===== src/rtl/etapa_fetch_pc.sv =====
// Instruction-fetch front end: PC register, imem read issue,
// 2-entry return queue and valid/ready hand-off to decode.
module etapa_fetch_pc #(
  parameter int               ANCHO    = 32,
  parameter logic [ANCHO-1:0] PC_RESET = '0
) (
  input  logic             clk,
  input  logic             rst,
  output logic [ANCHO-1:0] pc_o,
  input  logic [ANCHO-1:0] pc_mas4_i,
  output logic             imem_en_o,
  output logic [ANCHO-1:0] imem_addr_o,
  input  logic [ANCHO-1:0] imem_rdata_i,
  input  logic             salto_i,
  input  logic [ANCHO-1:0] salto_destino_i,
  output logic             valido_o,
  input  logic             listo_i,
  output logic [ANCHO-1:0] instr_o,
  output logic [ANCHO-1:0] instr_pc_o,
  output logic             error_alin_o
);

  logic [ANCHO-1:0] pc;
  logic [ANCHO-1:0] vuelo_pc;
  logic             vuelo;
  logic [1:0]       cuenta;
  logic             cab;
  logic             cola;
  logic [ANCHO-1:0] mem_pc  [2];
  logic [ANCHO-1:0] mem_ins [2];
  logic             err;
  logic             pop;
  logic             push;
  logic             issue;
  logic [2:0]       ocup;

  assign pop  = valido_o && listo_i;
  assign push = vuelo;
  assign cola = cab ^ cuenta[0];

  // Slot freed by this cycle's pop is reusable, so listo_i=1 sustains one per cycle.
  assign ocup  = {1'b0, cuenta} + {2'b00, vuelo} - {2'b00, pop};
  assign issue = !rst && !salto_i && (ocup < 3'd2);

  assign pc_o         = pc;
  assign imem_addr_o  = pc;
  assign imem_en_o    = issue;
  assign valido_o     = (cuenta != 2'd0);
  assign instr_o      = mem_ins[cab];
  assign instr_pc_o   = mem_pc[cab];
  assign error_alin_o = err;

  always_ff @(posedge clk or posedge rst) begin
    if (rst) begin
      pc         <= PC_RESET;
      vuelo_pc   <= '0;
      vuelo      <= 1'b0;
      cuenta     <= 2'd0;
      cab        <= 1'b0;
      err        <= 1'b0;
      mem_pc[0]  <= '0;
      mem_pc[1]  <= '0;
      mem_ins[0] <= '0;
      mem_ins[1] <= '0;
    end else begin
      err   <= salto_i && (salto_destino_i[1:0] != 2'b00);
      vuelo <= issue;
      if (issue) begin
        pc       <= pc_mas4_i;
        vuelo_pc <= pc;
      end
      // Redirect drops the queue and the returning in-flight word.
      if (salto_i) begin
        pc     <= {salto_destino_i[ANCHO-1:2], 2'b00};
        cuenta <= 2'd0;
      end else begin
        if (push) begin
          mem_pc[cola]  <= vuelo_pc;
          mem_ins[cola] <= imem_rdata_i;
        end
        if (pop) cab <= ~cab;
        unique case ({push, pop})
          2'b10:   cuenta <= cuenta + 2'd1;
          2'b01:   cuenta <= cuenta - 2'd1;
          default: cuenta <= cuenta;
        endcase
      end
    end
  end

endmodule


===== config.mk =====
export PLATFORM = sky130hd
export DESIGN_NAME = etapa_fetch_pc
export DESIGN_NICKNAME = d
export VERILOG_FILES = /design/src/rtl/etapa_fetch_pc.sv
export SDC_FILE = /design/constraint.sdc
export NUM_CORES = 1
export LEC_CHECK = 0
export CAP_MARGIN = 20
export CORE_ASPECT_RATIO = 1.5
export CORE_MARGIN = 1
export CORE_UTILIZATION = 29
export DETAILED_ROUTE_END_ITERATION = 7
export HOLD_SLACK_MARGIN = 0.06
export SLEW_MARGIN = 20
export SYNTH_ARGS = -nofsm -noshare
export SYNTH_HDL_FRONTEND = slang
export SYNTH_SLANG_ARGS = --single-unit

===== constraint.sdc =====
create_clock -name clk -period 18.94 [get_ports clk]
set_input_delay 5.682 -clock clk [delete_from_list [all_inputs] [get_ports clk]]
set_output_delay 5.682 -clock clk [all_outputs]
set_load 0.03 [all_outputs]

Word level (Yosys, flattened, before mapping) --
Cells that the tools add are included. W data, S select, Z words.
Storage, ports and cells: memories kept 0, ROM bits 0, bits in latches 0, logic and storage cells 52, register bits after elaboration 197, bits in writable memories 0, bits of input ports 100
Cells by class: reductions and logical operators 13, shifts and indexed selects 0, add/subtract/negate cells 4, mux-type cells 14, multiply operators 0, equal/unequal tests 2, divide/modulo/power cells 0, order comparisons 4, bitwise operators 5
Operator list (number):
- $mux W32 | 9
- $bwmux W64 | 2
- $demux W32 S1 | 1
- $reduce_bool A2 Y1 | 3
- $logic_and A1 B1 Y1 | 5
- $ge A2 B2 Y1 const B | 2
- $not A1 Y2 | 2
- $pmux W2 S2 | 1
- $reduce_and A2 Y1 | 2
- $add A2 B1 Y3 | 1
- $lt A3 B2 Y1 const B | 1
- $reduce_bool A3 Y1 | 1
- $sub A3 B1 Y3 | 1
- $add A2 B1 Y2 const B | 1
- $eq A2 B1 Y1 const B | 1
- $eq A2 B2 Y1 const B | 1
- $logic_not A1 Y1 | 2
- $lt A2 B1 Y1 const B | 1
- $mux W2 | 1
- $not A1 Y1 | 2
- $sub A2 B1 Y2 const B | 1
- $xor A1 B1 Y1 | 1

Logic depth before layout (Yosys ltp) --
Gate-level depths: netlist of the first run.
depth after elaboration 7, mapped depth 9, mapped depth without buffers 7

Worst setup path before layout of the first run --
Ideal clock, no wire load.
path kind input to output, from input listo_i, to output imem_en_o, path buffers 2, stages on the path 9, slack 5.772 ns, data arrival time 7.486 ns, path through o21ai_0 ha_1 or2b_1 fa_1 xnor2_1 nand3_1 buf_2 buf_2 inv_1
On the way: word-level cells in the longest chain between the ends 4
Ends and longest elaborated chain:
- start, declared | line 17 | input logic listo_i,
- $logic_and A1 B1 Y1 | line 37 | assign pop = valido_o && listo_i;
- $sub A3 B1 Y3 | line 42 | assign ocup = {1'b0, cuenta} + {2'b00, vuelo} - {2'b00, pop};
- $lt A3 B2 Y1 | line 43 | assign issue = !rst && !salto_i && (ocup < 3'd2);
- $logic_and A1 B1 Y1 | line 43
- end, declared | line 11 | output logic imem_en_o,
No other way between the ends.

Final worst setup path of the first run --
Ends and elaborated chain as after synthesis.

==> results of run 1 <==
==> power groups by stage <==
| stage | clock, mW | sequential [mW] | combinational [mW] |
|---|---|---|---|
| detailed placement | 0 | 0.791 | 1.18 |
| finish | 0.352 | 0.780 | 1.17 |
| CTS | 0.368 | 0.786 | 1.18 |
| global placement | 0 | 0.784 | 1.17 |
| floorplan | 0 | 0.779 | 0.796 |
| global route | 0.384 | 0.816 | 1.24 |
==> critical path, stage by stage <==
cell	delay (ns)
clkdlybuf4s50_1	0.46
o21ai_0	0.16
ha_1	0.32
or2b_1	0.23
fa_1	0.37
xnor2_1	0.26
nand3_4	0.45
inv_1	0.19
clkdlybuf4s50_1	0.69
==> synth_stat cells <==
cell,n,area [sq um]
buf_12,7,140
inv_1,4,15.0
and2b_1,1,7.51
o21bai_1,1,7.51
ha_1,2,25.0
mux2_4,60,901
nand2b_1,1,6.26
nand3_1,1,5.00
nor2_4,1,11.3
a221oi_1,1,8.76
nor2_1,4,15.0
buf_1,3,11.3
buf_4,32,240
o21a_1,1,7.51
or2b_1,1,7.51
nor2b_1,3,18.8
o21ai_0,1,5.00
buf_2,20,100
xor2_2,1,16.3
mux2_1,5,56.3
mux2_2,222,2500
xor2_1,1,8.76
xnor2_1,2,17.5
fa_1,1,20.0
clkbuf_1,1,3.75
or2_2,2,12.5
dfrtp_1,197,4930
==> cell type report <==
cell class	count	area share
clock buffers	18	0.0357
clock inverters	14	0.0105
inverters	4	0.00187
multi-input cells	312	0.305
flip-flops and latches	197	0.410
well taps	405	0.0421
repair buffers	234	0.194
==> state kept, by name, indices dropped and copies added (netlist names) <==
signal,cells
mem_ins,64
mem_pc,64
cuenta,2
imem_addr_o,32
cab,1
vuelo_pc,32
push,1
error_alin_o,1
==> per-layer routing <==
layer	up-vias	track usage
met5	-	0
met4	4	0.0465
met3	20	0.0399
met2	148	0.213
met1	2659	0.155
li1	2389	-
==> metrics by stage <==
step / power [mW] / worst slack (ns)
5_1_grt: 2.44 / 4.27
3_5_place_dp: 1.97 / 3.93
3_3_place_gp: 1.96 / 3.97
2_1_floorplan: 1.58 / 5.77
4_1_cts: 2.34 / 3.93
6_report: 2.30 / 4.44
==> path summary, 6_finish.rpt <==
kind / depth (start not counted) / endpoint / slack [ns] / startpoint
worst max register to register: 8 / imem_addr_o[12]$_DFFE_PP0P_ / 15.62 / cuenta[0]$_DFFE_PP0P_
worst min register to register: 1 / mem_pc[63]$_DFFE_PP0P_ / 0.48 / mem_pc[63]$_DFFE_PP0P_
max in group asynchronous: 3 / mem_ins[40]$_DFFE_PP0P_ / 11.56 / rst
worst min-delay path: 1 / mem_pc[63]$_DFFE_PP0P_ / 0.48 / mem_pc[63]$_DFFE_PP0P_
worst max-delay path: 9 / imem_en_o / 4.44 / listo_i
min in group asynchronous: 2 / mem_ins[63]$_DFFE_PP0P_ / 5.87 / rst
==> logic make-up (layout without fill, tap and decap cells) <==
group / after synthesis / in the layout / share of synthesized area
muxes: 287 / 287 / 0.380
DFF: 197 / 197 / 0.542
buffers and inverters: 67 / 270 / 0.0561
xor gates and xnor gates: 4 / 4 / 0.00468
and+or+nand+nor: 14 / 14 / 0.00921
AOI/OAI and AO/OA: 4 / 4 / 0.00316
adders and majority gates: 3 / 3 / 0.00495
==> flow_metrics.env, run 1 <==
export IMPL_outcome="completed"
export IMPL_cp_start_kind="primary input"
export IMPL_antenna_found_initial=2
export IMPL_p_leak_nw=5.06
export IMPL_tritoncts_num_buffers=17
export IMPL_synthCells=576
export IMPL_clock_latency_ns=0.44
export IMPL_top_layer_used="met5"
export IMPL_swShare=0.382
export IMPL_wl_met1_mm=8.17
export IMPL_first_pass_iters=3
export IMPL_yosysSeqAreaShare=0.542
export IMPL_wl_met2_mm=9.86
export IMPL_via_count=5220
export IMPL_synthToLayoutAreaGrowth_pct=32.2
export IMPL_htree_levels=4
export IMPL_required_ns=13.26
export IMPL_via_per_inst=4.41
export IMPL_cp_data_arrival_time_ns=8.81
export IMPL_min_path_type="register to register"
export IMPL_drt_wl_total_mm=19.5
export IMPL_pwr_share_seq=0.339
export IMPL_fin_setup_tns_ns=0
export IMPL_n_fill_cell=2957
export IMPL_gr_total_overflow=0
export IMPL_drive_above_1_share=0.418
export IMPL_clockBufferDepth=2
export IMPL_final_cell_mix="clkdlybuf4s50_1 (229), mux2_2 (222), dfrtp_1 (196)"
export IMPL_cts_hold_buf=0
export IMPL_syn_area_sq_um=9100
export IMPL_fp_row_count=79
export IMPL_synth_warnings=0
export IMPL_insertedDiodeCount=0
export IMPL_internal_power_mw=1.42
export IMPL_worst_hold_slack_ns=0.484
export IMPL_seqCellArea_sq_um=4930
export IMPL_hold_viol=0
export IMPL_crit_fanout=31
export IMPL_grt_pass1_wl_mm=31.6
export IMPL_skew_ns=0.00543
export IMPL_peakVddDrop_uv=93.7
export IMPL_grt_max_degree=123
export IMPL_track_usage=0.128
export IMPL_postRouteAntennaNets=0
export IMPL_postLayoutCoreUtil=0.389
export IMPL_dp_cells=1151
export IMPL_worst_pin_slew_ns=1.05
export IMPL_dieArea_sq_um=32100
export IMPL_grt_pass1_vias=5667
export IMPL_min_period_ns=14.50
export IMPL_drc=0
export IMPL_final_common_cell="clkdlybuf4s50_1"
export IMPL_cts_setup_buffers=0
export IMPL_avgSynthCellArea_sq_um=15.8
export IMPL_cp_end_kind="primary output"
export IMPL_cts_sinks=197
export IMPL_die_height_um=219
export IMPL_io_buffers=230
export IMPL_netSwitchingPower_mw=0.879
export IMPL_p_comb_frac=0.508
export IMPL_relSlewSlack=0.300
export IMPL_drt_iter0_markers=112
export IMPL_yosysUniqueCellTypes=27
export IMPL_final_cells=1184
export IMPL_timing_fmax_mhz=69.0
export IMPL_setup_viol=0
export IMPL_clock_power_share=0.153
export IMPL_pin_count=231
export IMPL_cap_violations=0
export IMPL_rsz0062_at_grt="no"
export IMPL_drv_slew=0
export IMPL_synth_ff_latch_count=197
export IMPL_final_nets=869
export IMPL_synth_fp_nets=679
export IMPL_fin_area_sq_um=12000
export IMPL_wire_per_inst_um=16.4
export IMPL_cts_root_buffer="clkbuf_16"
export IMPL_powerDensity_nw_per_um2=191
export IMPL_min_period_over_period=0.765
export IMPL_met3_wirelength_mm=1.10
export IMPL_dp_hpwl_mm=12.3
export IMPL_multi_input_area_sq_um=3670
export IMPL_die_w_um=147
export IMPL_coreArea_sq_um=30900
export IMPL_cts_tree="done"
export IMPL_cts_repair_resized=0
export IMPL_clkTransAtPathRegs_ns=0.07
export IMPL_start_util=0.294
export IMPL_dpl_cell_area_sq_um=11500
export IMPL_path_class="primary input to primary output"
export IMPL_place_congestion=0.692
(Power assumes the default switching activity.)
==> inputs of run 2 (changes only) <==
==> constraint.sdc (replaced) <==
create_clock -name clk -period 15 [get_ports clk]
set_input_delay 4.5 -clock clk [delete_from_list [all_inputs] [get_ports clk]]
set_output_delay 4.5 -clock clk [all_outputs]
set_load 0.03 [all_outputs]
==> run 2 against run 1 <==
Compared with the run above: final cell count unchanged; total power grew 27%; routed wire length is 2.3% higher; register-to-register slack lost 3.9 ns; die area is the same; via count grew 0.52%; clock skew grew 0.0035 ns; sequential share of layout area down 0.072 points; cell area is 0.18% higher; critical path depth is the same; utilization grew 0.069 points.
==> flow_metrics.env, run 2 (synthesis results as in run 1) <==
export IMPL_drc=0
export IMPL_final_nets=869
export IMPL_setup_viol=0
export IMPL_r2r_start="cuenta[0]$_DFFE_PP0P_"
export IMPL_r2r_end="vuelo_pc[4]$_DFFE_PP0P_"
export IMPL_min_to="mem_ins[32]$_DFFE_PP0P_"
export IMPL_min_period_ns=11.60
export IMPL_required_ns=10.50
export IMPL_gr_total_overflow=0
export IMPL_r2r_cells=8
export IMPL_final_cell_mix="clkdlybuf4s50_1 (229), mux2_2 (222), dfrtp_1 (196)"
export IMPL_antenna_found_initial=2
export IMPL_place_congestion=0.698
export IMPL_cpPeakStageDelay_ns=0.66
export IMPL_cp_common_cell="clkdlybuf4s50_1"
export IMPL_cap_violations=0
export IMPL_grt_pass1_vias=5671
export IMPL_path_delay_family="buffers and inverters"
export IMPL_crit_fanout=4
export IMPL_clkTransAtPathRegs_ns=0.07
export IMPL_min_period_over_period=0.774
export IMPL_tritoncts_num_buffers=17
export IMPL_via_count=5247
export IMPL_n_fill_cell=2946
export IMPL_cp_data_arrival_time_ns=7.10
export IMPL_holdPathStages=1
export IMPL_seqCellArea_sq_um=4930
export IMPL_crit_buf_inv=3
export IMPL_drive_above_1_share=0.418
export IMPL_hold_viol=0
export IMPL_rsz0062_at_grt="no"
export IMPL_path_cells="clkdlybuf4s50_1, o21ai_0, ha_1, or2b_1, fa_1, xnor2_1, nand3_4, inv_1, clkdlybuf4s50_1"
export IMPL_clock_latency_ns=0.44
export IMPL_dieArea_sq_um=32100
export IMPL_cts_repair_resized=0
export IMPL_wire_per_inst_um=16.8
export IMPL_min_from="mem_ins[32]$_DFFE_PP0P_"
export IMPL_rrSetupSlack_ns=11.68
export IMPL_worst_hold_slack_ns=0.487
export IMPL_clockBufferDepth=2
export IMPL_cp_start_kind="primary input"
export IMPL_outcome="completed"
export IMPL_cp_end_kind="primary output"
export IMPL_path_class="primary input to primary output"
export IMPL_dp_hpwl_mm=12.4
export IMPL_powerDensity_nw_per_um2=243
export IMPL_drt_wl_total_mm=19.9
export IMPL_coreArea_sq_um=30900
export IMPL_min_path_type="register to register"
export IMPL_grt_max_degree=121
export IMPL_relSlewSlack=0.286
export IMPL_via_per_inst=4.43
export IMPL_synthToLayoutAreaGrowth_pct=32.5
export IMPL_reg_top3="mem_ins (64), mem_pc (64)"
export IMPL_skew_ns=0.00896
export IMPL_cpMaxStageDelayCell="clkdlybuf4s50_1"
export IMPL_htree_levels=4
export IMPL_start_util=0.294
export IMPL_fp_row_count=79
export IMPL_track_usage=0.131
export IMPL_cts_sinks=197
export IMPL_drt_iter0_markers=149
export IMPL_pin_count=231
export IMPL_cts_setup_buffers=0
export IMPL_die_w_um=147
export IMPL_first_pass_iters=6
export IMPL_fin_setup_tns_ns=0
export IMPL_drv_slew=0
export IMPL_die_height_um=219
export IMPL_postRouteAntennaNets=0
export IMPL_worst_pin_slew_ns=1.07
export IMPL_peakVddDrop_uv=98.8
export IMPL_grt_pass1_wl_mm=31.7
export IMPL_cts_hold_buf=0
export IMPL_io_buffers=230
export IMPL_final_common_cell="clkdlybuf4s50_1"
export IMPL_timing_fmax_mhz=86.2
export IMPL_p_leak_nw=5.06
export IMPL_cts_tree="done"
export IMPL_multi_input_area_sq_um=3670
export IMPL_cts_root_buffer="clkbuf_16"
## run 2: worst max path at each step
stage                     startpoint        end  slack, ns  cells after the start
after detailed placement     listo_i  imem_en_o       3.38                      9
final                        listo_i  imem_en_o       3.40                      9
after global routing         listo_i  imem_en_o       3.27                      9
after global placement       listo_i  imem_en_o       3.41                      9
after CTS                    listo_i  imem_en_o       3.37                      9
after floorplan              listo_i  imem_en_o       4.20                      9
## run 2: where the power goes
part	leakage, nW	switching (mW)	internal (mW)
logic	2.37	0.694	0.778
clock network	0.287	0.211	0.255
registers	2.40	0.201	0.783
## run 2: routing by layer
| metal | GRT usage | share of wire | routed length, um | up-vias |
|---|---|---|---|---|
| met4 | 0.0500 | 0.017 | 329 | 4 |
| met3 | 0.0401 | 0.055 | 1090 | 25 |
| met2 | 0.227 | 0.51 | 10200 | 144 |
| li1 | - | - | - | 2372 |
| met1 | 0.149 | 0.41 | 8220 | 2702 |
| met5 | 0 | 0.0013 | 25 | - |
## run 2: cell type report
| cell class | instances | area share |
|---|---|---|
| diodes | 1 | 0.000208 |
| clock buffers | 20 | 0.0379 |
| clock inverters | 11 | 0.0105 |
| inverters | 4 | 0.00187 |
| multi-input cells | 312 | 0.305 |
| flip-flops and latches | 197 | 0.409 |
| well taps | 405 | 0.0420 |
| repair buffers | 234 | 0.193 |
## run 2: metrics by stage
| stage | setup WS, ns | area, sq um | total power [mW] | utilization | std cells |
|---|---|---|---|---|---|
| floorplan | 4.20 | 9100 | 1.99 | - | 576 |
| global placement | 3.41 | 11500 | 2.47 | 0.370 | 1152 |
| detailed placement | 3.38 | 11500 | 2.49 | 0.370 | 1152 |
| CTS | 3.37 | 12000 | 2.97 | 0.389 | 1183 |
| global route | 3.27 | 12000 | 3.09 | 0.389 | 1183 |
| finish | 3.40 | 12100 | 2.92 | 0.390 | 1184 |
## run 2: worst reg2reg max path, delay by kind of cell, from the launching register on
| kind | cells | cell delay [ns] |
|---|---|---|
| compound gates | 1 | 0.39 |
| buf+inv | 1 | 0.69 |
| mux | 1 | 0.47 |
| xor+xnor | 1 | 0.17 |
| fa+ha+maj | 2 | 0.67 |
| flops | 1 | 0.48 |
| simple gates | 2 | 0.32 |
==> inputs of run 3 (changes only) <==
==> constraint.sdc (replaced) <==
create_clock -name clk -period 10.7 [get_ports clk]
set_input_delay 3.21 -clock clk [delete_from_list [all_inputs] [get_ports clk]]
set_output_delay 3.21 -clock clk [all_outputs]
set_load 0.03 [all_outputs]
==> run 3 against run 2 <==
Compared with the run above: global-route usage down 0.14 points; cell area grew 0.44%; via count is 0.25% lower; critical endpoint unchanged.
==> flow_metrics.env, run 3 (synthesis results as in run 1) <==
export IMPL_postRouteAntennaNets=0
export IMPL_cts_setup_buffers=0
export IMPL_track_usage=0.129
export IMPL_drt_iter0_markers=125
export IMPL_cp_data_arrival_time_ns=5.82
export IMPL_die_height_um=219
export IMPL_grt_max_degree=120
export IMPL_synthToLayoutAreaGrowth_pct=33.0
export IMPL_place_congestion=0.679
export IMPL_peakVddDrop_uv=145
export IMPL_via_count=5234
export IMPL_drt_wl_total_mm=19.6
export IMPL_gr_total_overflow=0
export IMPL_powerDensity_nw_per_um2=342
export IMPL_worst_pin_slew_ns=0.989
export IMPL_insertedDiodeCount=0
export IMPL_grt_pass1_wl_mm=31.5
export IMPL_final_cell_mix="clkdlybuf4s50_1 (229), mux2_2 (222), dfrtp_1 (196)"
export IMPL_n_fill_cell=2933
export IMPL_cts_root_buffer="clkbuf_16"
export IMPL_min_path_type="register to register"
export IMPL_antenna_found_initial=2
export IMPL_r2r_cells=5
export IMPL_cts_sinks=197
export IMPL_clkTransAtPathRegs_ns=0.06
export IMPL_via_per_inst=4.42
export IMPL_grt_pass1_vias=5622
export IMPL_place_ws_ns=1.65
export IMPL_postLayoutCoreUtil=0.391
export IMPL_drv_slew=0
export IMPL_crit_path_start="listo_i"
export IMPL_outcome="completed"
export IMPL_final_common_cell="clkdlybuf4s50_1"
export IMPL_drc=0
export IMPL_pin_count=231
export IMPL_dp_hpwl_mm=12.4
export IMPL_cap_violations=0
export IMPL_tritoncts_num_buffers=17
export IMPL_timing_fmax_mhz=111
export IMPL_cp_end_kind="primary output"
export IMPL_htree_levels=4
export IMPL_fp_row_count=79
export IMPL_p_leak_nw=5.09
export IMPL_wire_per_inst_um=16.6
export IMPL_holdPathStages=1
export IMPL_relSlewSlack=0.340
export IMPL_cp_common_cell="clkdlybuf4s50_1"
export IMPL_rsz0062_at_grt="no"
export IMPL_hold_viol=0
export IMPL_r2r_start="cab$_DFFE_PP0P_"
export IMPL_final_nets=870
export IMPL_final_cells=1183
export IMPL_skew_ns=0.00699
export IMPL_fin_setup_tns_ns=0
export IMPL_crit_fanout=4
export IMPL_r2r_end="mem_ins[28]$_DFFE_PP0P_"
export IMPL_min_period_ns=9.03
export IMPL_setup_viol=0
export IMPL_cpPeakStageDelay_ns=0.66
export IMPL_io_buffers=230
export IMPL_cp_start_kind="primary input"
export IMPL_path_cells="clkdlybuf4s50_1, o21ai_0, ha_1, or2b_1, fa_1, xnor2_1, nand3_4, inv_1, clkdlybuf4s50_1"
export IMPL_required_ns=7.49
export IMPL_start_util=0.294
export IMPL_cts_tree="done"
export IMPL_fin_area_sq_um=12100
export IMPL_crit_end="imem_en_o"
export IMPL_min_period_over_period=0.844
export IMPL_path_class="primary input to primary output"
export IMPL_cts_hold_buf=0
export IMPL_rrSetupSlack_ns=7.24
export IMPL_coreArea_sq_um=30900
export IMPL_die_w_um=147
export IMPL_first_pass_iters=4
export IMPL_dpl_cell_area_sq_um=11500
export IMPL_reg_top3="mem_ins (64), mem_pc (64)"
export IMPL_cpMaxStageDelayCell="clkdlybuf4s50_1"
export IMPL_clockBufferDepth=2
export IMPL_cts_repair_resized=0
export IMPL_dp_cells=1153
export IMPL_drive_above_1_share=0.418
export IMPL_dieArea_sq_um=32100
export IMPL_worst_slack_ns=1.67
export IMPL_clock_latency_ns=0.44
## run 3: cell types whose count changed in the layout (fill, tap and decap cells not counted)
cell       change
diode_2        -1
bufinv_16      +2
clkinv_2       -1
inv_6          -1
clkinv_4       -3
clkbuf_8       +2
buf_4          +1
## run 3: metal layers
metal	vias up	share of wire	track usage
met5	-	0.0011	0
met4	4	0.015	0.0469
met3	20	0.055	0.0395
met2	146	0.52	0.226
met1	2683	0.41	0.148
li1	2381	-	-
## run 3: layout make-up
| cell class | instances | area [sq um] | area share |
|---|---|---|---|
| clock inverter | 8 | 146 | 0.0121 |
| clock buffer | 22 | 484 | 0.0400 |
| sequential | 197 | 4930 | 0.408 |
| multi-input combinational | 312 | 3670 | 0.303 |
| timing repair buffer | 235 | 2340 | 0.193 |
| tap | 405 | 507 | 0.0419 |
| inverter | 4 | 22.5 | 0.00186 |
## run 3: worst min path at each step
| stage | start | to | slack (ns) |
|---|---|---|---|
| floorplan | mem_ins[32]$_DFFE_PP0P_ | mem_ins[32]$_DFFE_PP0P_ | 0.45 |
| global placement | mem_pc[38]$_DFFE_PP0P_ | mem_pc[38]$_DFFE_PP0P_ | 0.46 |
| detailed placement | mem_ins[32]$_DFFE_PP0P_ | mem_ins[32]$_DFFE_PP0P_ | 0.47 |
| CTS | mem_ins[32]$_DFFE_PP0P_ | mem_ins[32]$_DFFE_PP0P_ | 0.49 |
| global route | mem_pc[63]$_DFFE_PP0P_ | mem_pc[63]$_DFFE_PP0P_ | 0.51 |
| finish | mem_pc[63]$_DFFE_PP0P_ | mem_pc[63]$_DFFE_PP0P_ | 0.48 |
## run 3: worst max-delay path: cells and delay by family
kind | cells | cell delay, ns
AND/OR/NAND/NOR | 2 | 0.33
AO/OA/AOI/OAI | 1 | 0.15
adder cells (fa/ha/maj) | 2 | 0.69
XOR/XNOR | 1 | 0.25
buffers and inverters | 3 | 1.18
## run 3: stage by stage
step	hold WS [ns]	total power, mW
2_1_floorplan	0.454	2.79
3_3_place_gp	0.464	3.46
3_5_place_dp	0.472	3.49
4_1_cts	0.489	4.21
5_1_grt	0.508	4.38
6_report	0.485	4.14
## run 3: power breakdown
| group | internal (mW) | switching, mW | total [mW] | leakage [nW] |
|---|---|---|---|---|
| logic | 1.09 | 1.00 | 2.09 | 2.38 |
| registers | 1.10 | 0.250 | 1.35 | 2.40 |
| clock network | 0.414 | 0.284 | 0.699 | 0.308 |
| total | 2.60 | 1.54 | 4.14 | 5.09 |
